[config.mk]
export PLATFORM = sky130hd
export DESIGN_NAME = gamma_lut_loader
export DESIGN_NICKNAME = d
export VERILOG_FILES = /design/src/rtl/gamma_lut_loader.sv
export SDC_FILE = /design/constraint.sdc
export NUM_CORES = 1
export LEC_CHECK = 0
export ABC_AREA = 1
export CORE_ASPECT_RATIO = 0.9
export CORE_MARGIN = 3
export CORE_UTILIZATION = 45
export DETAILED_ROUTE_END_ITERATION = 16
export DONT_BUFFER_PORTS = 1
export PLACE_DENSITY_LB_ADDON = 0.2
export SYNTH_ARGS = -nofsm -noshare
export SYNTH_HDL_FRONTEND = slang
export SYNTH_SLANG_ARGS = --single-unit
[constraint.sdc]
create_clock -name clk -period 2.4 [get_ports clk]
set_input_delay 0.48 -clock clk [delete_from_list [all_inputs] [get_ports clk]]
set_output_delay 0.48 -clock clk [all_outputs]
set_load 0.03 [all_outputs]
[src/rtl/gamma_lut_loader.sv]
`default_nettype none
// ============================================================================
// Module   : gamma_lut_loader
// Brief    : Loads gamma LUT entries into a shadow bank and swaps banks at a
//            frame boundary once the load has been committed.
// Revision : 1.0 - initial release
// ============================================================================
module gamma_lut_loader #(
    parameter int DATA_WIDTH = 12,
    parameter int ADDR_WIDTH = 12
) (
    input  logic                  clk,
    input  logic                  rstn,
    input  logic                  cfg_start,
    input  logic                  cfg_valid,
    input  logic [1:0]            cfg_plane,
    input  logic [ADDR_WIDTH-1:0] cfg_addr,
    input  logic [DATA_WIDTH-1:0] cfg_data,
    output logic                  cfg_ready,
    input  logic                  cfg_commit,
    input  logic                  frame_start,
    output logic                  lut_we,
    output logic [1:0]            lut_plane,
    output logic [ADDR_WIDTH:0]   lut_addr,
    output logic [DATA_WIDTH-1:0] lut_wdata,
    output logic                  active_bank,
    output logic                  swap_done,
    output logic                  busy,
    output logic                  cfg_err,
    output logic [ADDR_WIDTH+1:0] load_count
);

    localparam int c_CNT_W = ADDR_WIDTH + 2;

    typedef enum logic [1:0] {
        ST_IDLE  = 2'd0,
        ST_LOAD  = 2'd1,
        ST_ARMED = 2'd2,
        ST_SWAP  = 2'd3
    } state_t;

    state_t                r_state;
    state_t                w_state_nxt;

    logic                  r_active_bank;
    logic                  r_shadow;
    logic                  r_lut_we;
    logic [1:0]            r_lut_plane;
    logic [ADDR_WIDTH:0]   r_lut_addr;
    logic [DATA_WIDTH-1:0] r_lut_wdata;
    logic [c_CNT_W-1:0]    r_count;
    logic                  r_err;

    logic                  w_ready;
    logic                  w_accept;
    logic                  w_bad_plane;
    logic                  w_wr;
    logic                  w_restart;
    logic                  w_err_set;
    logic                  w_commit_nonzero;
    logic [c_CNT_W-1:0]    w_count_base;
    logic [c_CNT_W-1:0]    w_count_nxt;

    assign w_ready     = (r_state == ST_LOAD);
    assign w_accept    = cfg_valid & w_ready;
    assign w_bad_plane = (cfg_plane == 2'd3);
    assign w_wr        = w_accept & ~w_bad_plane;
    assign w_restart   = cfg_start & ((r_state == ST_IDLE) | (r_state == ST_LOAD));
    assign w_err_set   = (cfg_valid & ~w_ready) | (w_accept & w_bad_plane);

    // A write in the same cycle as cfg_commit counts toward the commit decision.
    assign w_commit_nonzero = (r_count != '0) | w_wr;

    // A restart clears the count; a same-cycle write becomes the first entry of the new load.
    always_comb begin
        w_count_base = w_restart ? '0 : r_count;
        w_count_nxt  = w_count_base;
        if (w_wr && !(&w_count_base)) begin
            w_count_nxt = w_count_base + c_CNT_W'(1);
        end
    end

    always_comb begin
        w_state_nxt = r_state;
        case (r_state)
            ST_IDLE: begin
                if (cfg_start) begin
                    w_state_nxt = ST_LOAD;
                end
            end
            ST_LOAD: begin
                if (cfg_start) begin
                    w_state_nxt = ST_LOAD;
                end else if (cfg_commit) begin
                    w_state_nxt = w_commit_nonzero ? ST_ARMED : ST_IDLE;
                end
            end
            ST_ARMED: begin
                if (frame_start) begin
                    w_state_nxt = ST_SWAP;
                end
            end
            ST_SWAP: begin
                w_state_nxt = ST_IDLE;
            end
            default: begin
                w_state_nxt = ST_IDLE;
            end
        endcase
    end

    always_ff @(posedge clk or negedge rstn) begin
        if (!rstn) begin
            r_state <= ST_IDLE;
        end else begin
            r_state <= w_state_nxt;
        end
    end

    always_ff @(posedge clk or negedge rstn) begin
        if (!rstn) begin
            r_active_bank <= 1'b0;
            r_shadow      <= 1'b0;
            r_count       <= '0;
            r_err         <= 1'b0;
        end else begin
            if (r_state == ST_SWAP) begin
                r_active_bank <= ~r_active_bank;
            end
            if (cfg_start && (r_state == ST_IDLE)) begin
                r_shadow <= ~r_active_bank;
            end
            r_count <= w_count_nxt;
            if (w_err_set) begin
                r_err <= 1'b1;
            end else if (w_restart) begin
                r_err <= 1'b0;
            end
        end
    end

    // Write port is a pure one-cycle pipeline of the accepted entry.
    always_ff @(posedge clk or negedge rstn) begin
        if (!rstn) begin
            r_lut_we    <= 1'b0;
            r_lut_plane <= 2'd0;
            r_lut_addr  <= '0;
            r_lut_wdata <= '0;
        end else begin
            r_lut_we <= w_wr;
            if (w_wr) begin
                r_lut_plane <= cfg_plane;
                r_lut_addr  <= {r_shadow, cfg_addr};
                r_lut_wdata <= cfg_data;
            end
        end
    end

    assign cfg_ready   = w_ready;
    assign lut_we      = r_lut_we;
    assign lut_plane   = r_lut_plane;
    assign lut_addr    = r_lut_addr;
    assign lut_wdata   = r_lut_wdata;
    assign active_bank = r_active_bank;
    assign swap_done   = (r_state == ST_SWAP);
    assign busy        = (r_state != ST_IDLE);
    assign cfg_err     = r_err;
    assign load_count  = r_count;

endmodule
`default_nettype wire

Word-level counts from Yosys, hierarchy flattened
Cells that the tools add are included.

Register bits after elaboration: 47. Bits of input ports: 32. Output and inout bits: 47. Logic and storage cells: 47.

Add/sub/neg operators: 1. Equality and inequality tests: 7. Multiplexer cells: 10. Bitwise logic cells: 11. Reductions and logical operators: 9.

Operators with widths (number): 14-bit two-way mux (2); 14-bit by 1-bit adder with 14-bit output (second input constant) (1); 14-bit AND reduction (1); 14-bit nonzero test (1); 2-bit two-way mux (5); 2-bit one-hot mux with 4 select lines (1); 2-bit equality test (second input constant) (3); 1-bit AND (5); 2-bit != test (second input constant) (2); 2-bit nonzero test (2); 3-bit != test (second input constant) (1); 1-bit inverter (3); 1-bit OR (3); 3-bit AND reduction (1); 2-bit by 1-bit equality test with 1-bit output (second input constant) (1); 1-bit logical AND (2); 2-bit logical NOT (1); 1-bit two-way mux (2); 1-bit logical NOT (1).

Depth between registers and ports, before layout
Word-level depth: 8. Mapped depth: 14. Depth with buffers taken out: 12.

Worst setup path after synthesis
Ideal clock, no wire load.

Kind: reg2reg. From: register (tool-made name). To: register r_count[11] (netlist: load_count[11]). Library setup time: 0.116 ns. Data arrival time: 1.778 ns. Data required time: 2.284 ns. Setup slack: 0.506 ns. Cell stages (with the launch flop): 15. Path buffers: 2. Clock period less this slack: 1.894 ns. Cells stage by stage: dfrtp_1 -> inv_2 -> nand2_8 -> buf_6 -> nand2_1 -> inv_1 -> ha_1 -> nand2_1 -> nor2_4 -> nand2_2 -> nor2_1 -> nor2_1 -> buf_6 -> nand2_1 -> nand2_1.

RTL lines: end signal, assigned (RTL line 133) `r_count <= w_count_nxt;`; end, declared (RTL line 51) `logic [c_CNT_W-1:0] r_count;`.

==> impl_results.md <==
* Switching Fraction at 45.3%
* Post-CTS setup buffer count at 0
* CORE AREA at 0.00495 mm2
* Initial drt markers at 108
* WP buf/inv at 2
* Clock sink count at 47
* Slew @ Worst Pin at 0.535 ns
* Worst path required time at 2.63 ns
* Die width at 82.3 um
* Register Area at 0.00118 mm2
* Multi-input logic area at 0.00102 mm2
* Crit start category: register
* Clk Latency, worst-skew pair at 0.29 ns
* Worst VDD drop at 0.000593 V
* RSZ-0062 raised after global routing: false
* Synthesized Nets at 332
* Max stage delay on crit path at 0.47 ns
* DRT Pass-1 Iters at 4
* M3 GR Usage at 4.55%
* CTS tree: built
* GR Overflow Total at 0
* CTS H-tree lvls at 2
* Async set-reset flop share out of synthesis at 100%
* Critical Path AT at 2.23 ns
* Count of final hold-check violations at 0
* Status: finished, final reports clean
* Crit. path cell count at 12
* FP Rows at 24
* F_max at 0.500 GHz
* Reg-to-reg slack, setup at 0.40 ns
* Distinct cells, synth at 28
* Commonest non-fill, non-tap cell in the layout: nand2_1
* Type of the most critical hold path: primary input to async pin
* Share of cells above drive strength 1 at 11.7%
* Clock power share at 19.7%
* Slew Limit Fails at 0
* Worst R2R Path Depth at 12
* Worst flop-to-flop path endpoint: load_count[2]$_DFF_PN0_
* Post-route ant nets at 0
* Worst-path fanout max at 12
* Max-Cap Viols at 0
* Final GP Congestion at 0.809
* Logic pwr share at 19.2%
* Die Area at 0.00614 mm2
* Starting Density at 47.5%
* DR DRC count at 0
* Avg Inst Size Synth at 7.88 um2
* Met2 Use GR at 28.9%
* Seq pwr share at 61.1%
* Via count at 1836
* CTS Buf Count at 5
* Via-to-Cell Ratio at 4.94
* Clock skew at 0.00585 ns
* Vias in the first global route at 1790
* Largest net degree at the start of global routing at 48
* Clk slew on worst S/H paths at 0.09 ns
* # diodes at 0
* Post-Syn Area at 0.00235 mm2
* Psw at 1170 uW
* Setup TNS at 0 ns
* Crit path to: load_count[2]$_DFF_PN0_
* Cell repeated most along the worst path: nand2_1
* Critical path class: register to register
* Fin crit share at 83.3%
* Synth Warn # at 0
* Seq cells post-synth at 47
* Ports at 79
* DPL Wire Length at 3830 um
* Pwr/cell area at 1010 mW/mm2
* Met1 Use GR at 24.3%
* Lkg Pwr at 0.00137 uW
* DRT Wirelength at 5310 um
* Minimum clock period at 2.00 ns
* Most used routing layer: met2
* Routed length per placed instance at 14.3 um
* WHS at 0.0222 ns
* # setup viols final at 0
* Number of I/O port buffers at 0
* Nets at 339
* Root Driver: clkbuf_8
* Critical Path End Type: register
* Global-route wire length before repair at 8500 um
* P&R area growth vs syn at 8.82%
* Sequential fraction of the synthesis area at 49.9%
* Mapped Cells at 299
* Int Power at 1420 uW
* FILL cells at 499
* Clock buffer depth at 2
* GRT Total Usage at 18.1%
* CP Cell Sequence: inv_2 -> nand2_8 -> nand2_1 -> inv_1 -> ha_1 -> nand2_1 -> nor2_4 -> nand2_2 -> nor2_1 -> nor2_2 -> nand2_1 -> nand2_1
* Slowest-stage cell, CP: dfrtp_1
* Post-synth top flop: dfrtp_1
* Family with the most delay on the worst path: simple AND/OR/NAND/NOR gates
* Number of flops mapped to enable cells by yosys at 0
* Initial antenna violation count at 0
* Die Y at 74.6 um
* Commonest cells after routing, fill and taps aside: 150 x nand2_1, 47 x dfrtp_1, 26 x inv_1
* Relative slew slack at 64.3%
## logic make-up (layout without fill, tap and decap cells)
logic type	count (synthesis)	in the layout	synth area share [%]
buffers and inverters	36	44	6.96
XOR/XNOR	6	6	2.23
flip-flops	47	47	49.9
adder cells (fa/ha/maj)	1	1	0.531
AND/OR/NAND/NOR	204	204	38.8
AO/OA/AOI/OAI	5	5	1.54
## power groups by stage
stage,sequential [uW],combinational (uW),clock (uW)
2_1_floorplan,1570,365,0
6_report,1580,498,511
4_1_cts,1590,504,528
3_5_place_dp,1600,485,0
5_1_grt,1610,573,563
3_3_place_gp,1600,463,0
## final cells by class
| class | instances | area share (%) |
|---|---|---|
| sequential | 47 | 45.9 |
| tap | 65 | 3.17 |
| inverter | 27 | 3.96 |
| timing repair buffer | 9 | 3.42 |
| multi-input combinational | 216 | 39.7 |
| clock buffer | 6 | 3.22 |
| clock inverter | 2 | 0.635 |
## how the worst min path moves through the flow
stage,start,endpoint,slack [ns],cells past startpoint
after floorplan,rstn,async pin,0.18,0
final,rstn,load_count[5]$_DFF_PN0_,0.02,1
after global placement,rstn,load_count[5]$_DFF_PN0_,0.19,0
after global routing,rstn,load_count[13]$_DFF_PN0_,0.02,1
after detailed placement,rstn,load_count[5]$_DFF_PN0_,0.19,0
after CTS,rstn,load_count[5]$_DFF_PN0_,0.02,1
## per-stage QoR
| step | instance area (um2) | total power [uW] | cells | utilization (%) | worst slack [ns] |
|---|---|---|---|---|---|
| global route | 2560 | 2750 | 372 | 51.7 | 0.195 |
| floorplan | 2350 | 1940 | 299 | - | 0.506 |
| detailed placement | 2430 | 2090 | 363 | 49.1 | 0.178 |
| finish | 2560 | 2590 | 372 | 51.7 | 0.401 |
| global placement | 2430 | 2070 | 363 | 49.1 | 0.238 |
| CTS | 2560 | 2620 | 372 | 51.7 | 0.170 |
## routing by layer
layer	up-vias	share of wire (%)
met4	0	0.68
met5	-	0
met2	54	47
met3	2	5.9
met1	855	46
li1	925	-
## state kept, by name, indices dropped and copies added (netlist names), named ones only
register,flops
active_bank,1
cfg_err,1
load_count,14
lut_addr,13
lut_plane,2
lut_wdata,12
lut_we,1
r_shadow,1
r_state,1
## synth_stat cells (3+ instances only)
cell / instances / area (um2)
nand3_1: 14 / 70.1
buf_6: 3 / 33.8
inv_1: 26 / 97.6
nand2_1: 150 / 563
nand2_2: 3 / 18.8
buf_2: 5 / 25.0
nor2_4: 5 / 56.3
xor2_1: 4 / 35.0
nand4_1: 5 / 31.3
nand3_2: 3 / 30.0
dfrtp_1: 47 / 1180
nor2_1: 14 / 52.6
## timing repair
action                                 in CTS  in global routing
endpoints found under the hold margin      47                  0
setup endpoints to repair                   0                 12
gates resized for setup                     0                  1
hold buffers                                1                  0
Note: power is estimated with default switching activity, not from simulation.
